--- src/rtl/uart_pwm_cmd_if.sv ---
// ---------------------------------------------------------------------------
// uart_pwm_cmd_if
// Link between the UART receiver side and the PWM command parser.
//   rx_data   : received byte, qualified by rx_valid
//   rx_valid  : single-cycle byte-valid pulse
//   duty      : packed per-channel duty registers, channel k at [16k+15:16k]
//   duty_upd  : one-cycle write pulse per channel
//   frame_err : one-cycle pulse on a rejected or timed-out frame
//   busy      : parser is inside a frame
// master drives the received bytes; slave is the parser.
// ---------------------------------------------------------------------------
interface uart_pwm_cmd_if #(
    parameter int CH_NUM = 4
);
    logic [7:0]            rx_data;
    logic                  rx_valid;
    logic [16*CH_NUM-1:0]  duty;
    logic [CH_NUM-1:0]     duty_upd;
    logic                  frame_err;
    logic                  busy;

    modport master (
        output rx_data, rx_valid,
        input  duty, duty_upd, frame_err, busy
    );

    modport slave (
        input  rx_data, rx_valid,
        output duty, duty_upd, frame_err, busy
    );
endinterface

--- src/rtl/uart_pwm_cmd.sv ---
// ---------------------------------------------------------------------------
// uart_pwm_cmd
// Assembles 5-byte frames (AA, CH, DH, DL, CK with CK = CH^DH^DL) from the
// UART byte stream and writes min({DH,DL}, PERIOD) into duty register CH.
// A frame whose bytes are more than TIMEOUT clocks apart is abandoned.
//   clk : system clock
//   rst : synchronous, active-high reset
//   bus : uart_pwm_cmd_if.slave (rx_data/rx_valid in; duty, duty_upd,
//         frame_err, busy out -- all outputs registered)
// ---------------------------------------------------------------------------
module uart_pwm_cmd #(
    parameter int          CH_NUM  = 4,
    parameter logic [15:0] PERIOD  = 16'd1000,
    parameter int          TIMEOUT = 17360
) (
    input  logic           clk,
    input  logic           rst,
    uart_pwm_cmd_if.slave  bus
);

    localparam int            TW         = $clog2(TIMEOUT + 1);
    localparam logic [TW-1:0] TIMER_LAST = TW'(TIMEOUT - 1);
    localparam logic [7:0]    CH_LIMIT   = 8'(CH_NUM);
    localparam logic [7:0]    HEADER     = 8'hAA;

    typedef enum logic [2:0] {S_IDLE, S_CH, S_DH, S_DL, S_CK} state_t;

    state_t               state_q, state_d;
    logic [TW-1:0]        timer_q, timer_d;
    logic [7:0]           ch_q, ch_d;
    logic [7:0]           dh_q, dh_d;
    logic [7:0]           dl_q, dl_d;
    logic [7:0]           xor_q, xor_d;
    logic [16*CH_NUM-1:0] duty_q, duty_d;
    logic [CH_NUM-1:0]    duty_upd_q, duty_upd_d;
    logic                 frame_err_q, frame_err_d;
    logic                 busy_q, busy_d;

    logic [15:0]          duty_val;
    logic [15:0]          duty_clamped;
    logic                 timeout;

    // A byte arriving on the last timer cycle wins over the timeout.
    always_comb begin
        duty_val     = {dh_q, dl_q};
        duty_clamped = (duty_val > PERIOD) ? PERIOD : duty_val;
        timeout      = (state_q != S_IDLE) && !bus.rx_valid && (timer_q == TIMER_LAST);
    end

    always_comb begin
        // NOTE: every signal gets a default first so no path leaves it
        // unassigned; otherwise synthesis infers a latch.
        state_d     = state_q;
        ch_d        = ch_q;
        dh_d        = dh_q;
        dl_d        = dl_q;
        xor_d       = xor_q;
        duty_d      = duty_q;
        duty_upd_d  = '0;
        frame_err_d = 1'b0;

        if (timeout) begin
            state_d     = S_IDLE;
            frame_err_d = 1'b1;
        end else if (bus.rx_valid) begin
            unique case (state_q)
                S_IDLE: begin
                    // Non-header bytes are dropped silently while idle.
                    if (bus.rx_data == HEADER) begin
                        state_d = S_CH;
                        xor_d   = '0;
                    end
                end
                S_CH: begin
                    ch_d    = bus.rx_data;
                    xor_d   = xor_q ^ bus.rx_data;
                    state_d = S_DH;
                end
                S_DH: begin
                    dh_d    = bus.rx_data;
                    xor_d   = xor_q ^ bus.rx_data;
                    state_d = S_DL;
                end
                S_DL: begin
                    dl_d    = bus.rx_data;
                    xor_d   = xor_q ^ bus.rx_data;
                    state_d = S_CK;
                end
                S_CK: begin
                    state_d = S_IDLE;
                    if (bus.rx_data != xor_q) begin
                        frame_err_d = 1'b1;
                    end else if (ch_q >= CH_LIMIT) begin
                        frame_err_d = 1'b1;
                    end else begin
                        // Decode by comparison so an out-of-range CH never
                        // forms an out-of-range part-select.
                        for (int k = 0; k < CH_NUM; k++) begin
                            if (ch_q == 8'(k)) begin
                                duty_d[16*k +: 16] = duty_clamped;
                                duty_upd_d[k]      = 1'b1;
                            end
                        end
                    end
                end
                default: state_d = S_IDLE;
            endcase
        end

        // Timer restarts on each byte and rests at zero whenever idle.
        timer_d = (bus.rx_valid || state_d == S_IDLE) ? '0 : timer_q + 1'b1;
        busy_d  = (state_d != S_IDLE);
    end

    always_ff @(posedge clk) begin
        if (rst) begin
            state_q     <= S_IDLE;
            timer_q     <= '0;
            ch_q        <= '0;
            dh_q        <= '0;
            dl_q        <= '0;
            xor_q       <= '0;
            // NOTE: the duty registers are architectural state seen by the
            // PWM generators, so they are reset too, not left to power-up.
            duty_q      <= '0;
            duty_upd_q  <= '0;
            frame_err_q <= 1'b0;
            busy_q      <= 1'b0;
        end else begin
            // NOTE: non-blocking assignments so every flop samples the
            // pre-edge value of the others.
            state_q     <= state_d;
            timer_q     <= timer_d;
            ch_q        <= ch_d;
            dh_q        <= dh_d;
            dl_q        <= dl_d;
            xor_q       <= xor_d;
            duty_q      <= duty_d;
            duty_upd_q  <= duty_upd_d;
            frame_err_q <= frame_err_d;
            busy_q      <= busy_d;
        end
    end

    assign bus.duty      = duty_q;
    assign bus.duty_upd  = duty_upd_q;
    assign bus.frame_err = frame_err_q;
    assign bus.busy      = busy_q;

endmodule
--- src/flat_wrapper.sv ---
// flat-port wrapper written by rule: the top's interface ports become plain ports
module uart_pwm_cmd_flat 
#(
    parameter int          CH_NUM  = 4,
    parameter logic [15:0] PERIOD  = 16'd1000,
    parameter int          TIMEOUT = 17360
)
  (clk, rst, bus_rx_data, bus_rx_valid, bus_duty, bus_duty_upd, bus_frame_err, bus_busy);
  uart_pwm_cmd_if #(.CH_NUM(CH_NUM)) bus_i ();
  input  logic clk;
  input  logic rst;
  input wire logic [$bits(bus_i.rx_data)-1:0] bus_rx_data;
  input wire logic [$bits(bus_i.rx_valid)-1:0] bus_rx_valid;
  output wire logic [$bits(bus_i.duty)-1:0] bus_duty;
  output wire logic [$bits(bus_i.duty_upd)-1:0] bus_duty_upd;
  output wire logic [$bits(bus_i.frame_err)-1:0] bus_frame_err;
  output wire logic [$bits(bus_i.busy)-1:0] bus_busy;
  assign bus_i.rx_data = bus_rx_data;
  assign bus_i.rx_valid = bus_rx_valid;
  assign bus_duty = bus_i.duty;
  assign bus_duty_upd = bus_i.duty_upd;
  assign bus_frame_err = bus_i.frame_err;
  assign bus_busy = bus_i.busy;
  uart_pwm_cmd #(.CH_NUM(CH_NUM), .PERIOD(PERIOD), .TIMEOUT(TIMEOUT)) u_core (.clk(clk), .rst(rst), .bus(bus_i));
endmodule
--- config.mk ---
export PLATFORM = sky130hd
export DESIGN_NAME = uart_pwm_cmd_flat
export DESIGN_NICKNAME = d
export VERILOG_FILES = /design/src/rtl/uart_pwm_cmd_if.sv /design/src/rtl/uart_pwm_cmd.sv /design/src/flat_wrapper.sv
export SDC_FILE = /design/constraint.sdc
export NUM_CORES = 1
export LEC_CHECK = 0
export ABC_AREA = 1
export BUFFER_PORTS_ARGS = -buffer_cell sky130_fd_sc_hd__buf_2
export CORE_ASPECT_RATIO = 1.25
export CORE_MARGIN = 4
export CORE_UTILIZATION = 50
export CTS_CLUSTER_SIZE = 10
export DETAILED_ROUTE_END_ITERATION = 7
export PLACE_DENSITY = 0.77
export SLEW_MARGIN = 10
export SYNTH_ARGS = -nofsm -noshare
export SYNTH_HDL_FRONTEND = slang
export SYNTH_SLANG_ARGS = --single-unit
--- constraint.sdc ---
create_clock -name clk -period 2 [get_ports clk]
set_input_delay 0.6 -clock clk [delete_from_list [all_inputs] [get_ports clk]]
set_output_delay 0.6 -clock clk [all_outputs]
set_load 0.02 [all_outputs]
==> flow_metrics.py <==
metrics = {
    "synthesis": {
        "yosys_warnings": 0,
        "yosysTopAreaCellShare_pct": 49.0,
        "post_synth_inst_count": 693,
        "synthDistinctLibCells": 27,
        "synth_top_family_by_area": "simple AND/OR/NAND/NOR gates",
        "synth-simple-area-share_pct": 31.3,
        "synth_xor_area_share_pct": 3.04,
        "synthMuxAreaShare_pct": 0,
        "ys_seq_area_share_pct": 49.0,
        "synth_top_area_cell": "dfxtp_1",
        "synth.avg_cell_area_um2": 7.08,
        "synth_compound_area_share_pct": 5.77,
        "syn_area_um2": 4900,
        "ys_ff_latch": 120,
        "syn_nets": 705,
        "synth_fa_ha_area_share_pct": 0.255,
        "synth_area_leaders": "dfxtp_1, nand2_1, nor2_1",
    },
    "timing": {
        "setup_ws_ns": 0.256,
        "fin_crit_sh_pct": 87.2,
        "rsz0062_at_grt": "no",
        "fin_crit_ns": 1.74,
        "setup_violations": 0,
        "hold_violations": 0,
        "slew-limit-headroom_pct": 74.0,
        "fin_tns_setup_ns": 0,
        "clock_skew_ns": 0.00661,
        "fmax_mhz": 573,
        "tightest_slew_ns": 0.389,
        "finalMaxSlewViolations": 0,
    },
    "pwr": {
        "power_density_nw_per_um2": 913,
        "ir_worst_vdd_mv": 0.560,
        "p_leak_nw": 3.17,
    },
    "setup_path": {
        "crit_family": "simple AND/OR/NAND/NOR gates",
        "critical_path_depth": 9,
        "timing.critical_path.buf_inv": 2,
        "critPathMaxStageDelay_ns": 0.31,
        "critPathLaunchType": "flip-flop",
        "endpoint_kind": "flip-flop",
        "worstPathMaxFanout": 19,
        "cp.arrival_ns": 2.09,
        "reg2reg_depth": 9,
        "critPathKind": "reg -> reg",
        "crit_path_top_delay_cell": "dfxtp_1",
        "crit_path_frequent_cell": "nor2_1",
        "path_cells": "or2_4 -> nor2_8 -> nand3_2 -> nor2_2 -> buf_4 -> nand2_4 -> inv_2 -> nor2_1 -> nor2_1",
        "required_ns": 2.34,
    },
    "clock_network": {
        "root_buffer": "clkbuf_16",
        "clkTransAtPathRegs_ns": 0.05,
        "cts_resized": 0,
        "cts_tree": "yes",
        "insertion_delay_ns": 0.41,
        "post-cts-setup-buffer-count": 0,
        "holdBufCountCts": 0,
        "cts.sinks": 120,
        "numCtsBuffers": 17,
        "htreeDepth": 4,
        "clockBufferDepth": 2,
    },
    "place": {
        "place.gp.congestion": 0.873,
        "pre_cts_ws_ns": 0.0117,
        "io_buffer_count": 80,
        "place_hpwl_um": 7690,
    },
    "floorplanning": {
        "fp.coreArea_um2": 9610,
        "io_pins": 81,
        "row_count": 40,
        "die_area_um2": 11500,
        "die_y_um": 119,
        "initial_core_util_pct": 51.0,
        "die_w_um": 96.6,
    },
    "route": {
        "ant_nets": 0,
        "viasPerCell": 4.75,
        "drc_errors": 0,
        "routed_wl_um": 11100,
        "drt_iter0_markers": 196,
        "wl_per_cell_um": 12.1,
        "vias": 4374,
        "drt-pass1-iter-count": 5,
    },
    "grt": {
        "grtUsageTotal_pct": 20.3,
        "grt_max_degree": 85,
        "grt_pass1_vias": 4127,
        "gr-total-overflow": 0,
        "grt_pass1_wl_um": 18400,
        "antenna_found_initial": 0,
    },
    "status": {
        "status": "finished, final reports clean",
    },
    "cells_and_area": {
        "finalNetCount": 796,
        "utilization_pct": 62.7,
        "drive_gt1_share_pct": 19.2,
        "diodes": 0,
        "area_delta_synth_final_pct": 22.8,
    },
    "min_path": {
        "min_path_type": "reg -> reg",
        "hold_depth": 2,
    },
    "job": {
        "cap_violations": 0,
    },
}
-- flip-flops by register name, indices dropped and copies added (netlist names) --
name	flops
u_core.dl_q	8
u_core.xor_q	8
u_core.state_q	3
u_core.dh_q	8
u_core.bus.frame_err	1
u_core.ch_q	8
u_core.bus.duty_upd	4
u_core.bus.busy	1
u_core.bus.duty	64
u_core.timer_q	15
-- final timing paths --
path	start	end	slack [ns]
setup / recovery	u_core.ch_q[2]	u_core.bus.duty[49]	0.26
hold / removal	u_core.bus.duty[26]	u_core.bus.duty[26]	0.42
setup reg to reg	u_core.ch_q[2]	u_core.bus.duty[49]	0.26
hold reg to reg	u_core.bus.duty[26]	u_core.bus.duty[26]	0.42
-- synthesized netlist by cell type (all sizes together) --
library cell and count:
a21oi 31, nor2 151, nand3 46, xor2 10, o211ai 1, inv 109, nand4 4, dfxtp 120
ha 1, or2 2, xnor2 7, nor3 12, clkbuf 9, nor3b 1, nand2 152, o21ai 24
buf 13
-- worst register-to-register path, cell delays in order (launching register included) --
cell     delay [ns]
dfxtp_1        0.31
or2_4          0.27
nor2_8         0.16
nand3_2        0.11
nor2_2         0.22
buf_4          0.21
nand2_4        0.14
inv_2          0.12
nor2_1         0.05
nor2_1         0.08
-- metrics by stage --
| step | hold slack (ns) | cell area, um^2 | std cells | power [mW] |
|---|---|---|---|---|
| 5_1_grt | 0.437 | 6020 | 921 | 5.69 |
| 4_1_cts | 0.422 | 6020 | 921 | 5.54 |
| 2_1_floorplan | 0.418 | 4900 | 693 | 2.66 |
| 6_report | 0.421 | 6020 | 921 | 5.50 |
| 3_5_place_dp | 0.414 | 5480 | 891 | 2.75 |
| 3_3_place_gp | 0.411 | 5480 | 891 | 2.75 |
-- cell usage in the layout, fill, tap and decap left out, drive strengths merged --
| master | n |
|---|---|
| o211ai | 1 |
| xor2 | 10 |
| bufinv | 1 |
| clkinv | 7 |
| nand2 | 152 |
| a21oi | 31 |
| nor2 | 151 |
| o21ai | 24 |
| nor3b | 1 |
| nand3 | 46 |
| or2 | 2 |
| buf | 94 |
| nand4 | 4 |
| nor3 | 12 |
| ha | 1 |
| clkbuf | 21 |
| inv | 109 |
| clkinvlp | 1 |
| xnor2 | 7 |
| dfxtp | 120 |
-- power breakdown --
part / internal (mW) / switching, mW
Clock: 1.78 / 1.02
Sequential: 2.42 / 0.0185
Combinational: 0.0835 / 0.185
Total: 4.28 / 1.22
-- cell families (layout without fill, tap and decap cells) --
kind of cell               after synthesis  count (layout)
and+or+nand+nor                        368             368
AOI/OAI and AO/OA                       56              56
buffers and inverters                  131             233
adders and majority gates                1               1
xor gates and xnor gates                17              17
DFF                                    120             120
-- cell type report --
class / count / area, um^2
Tap cell: 126 / 158
Clock inverter: 9 / 76.3
Inverter: 109 / 409
Clock buffer: 21 / 470
Sequential cell: 120 / 2400
Timing Repair Buffer: 94 / 531
Fill cell: 880 / 3580
Multi-Input combinational cell: 442 / 1980
-- per-layer routing --
metal,GRT usage (%),part of all wire (%),up-vias
met5,0,0,-
met4,8.25,1.9,0
met3,5.60,5.7,19
met2,33.4,48,123
met1,24.7,44,1952
li1,-,-,2280
No activity file was read; power rests on OpenSTA's default activity.
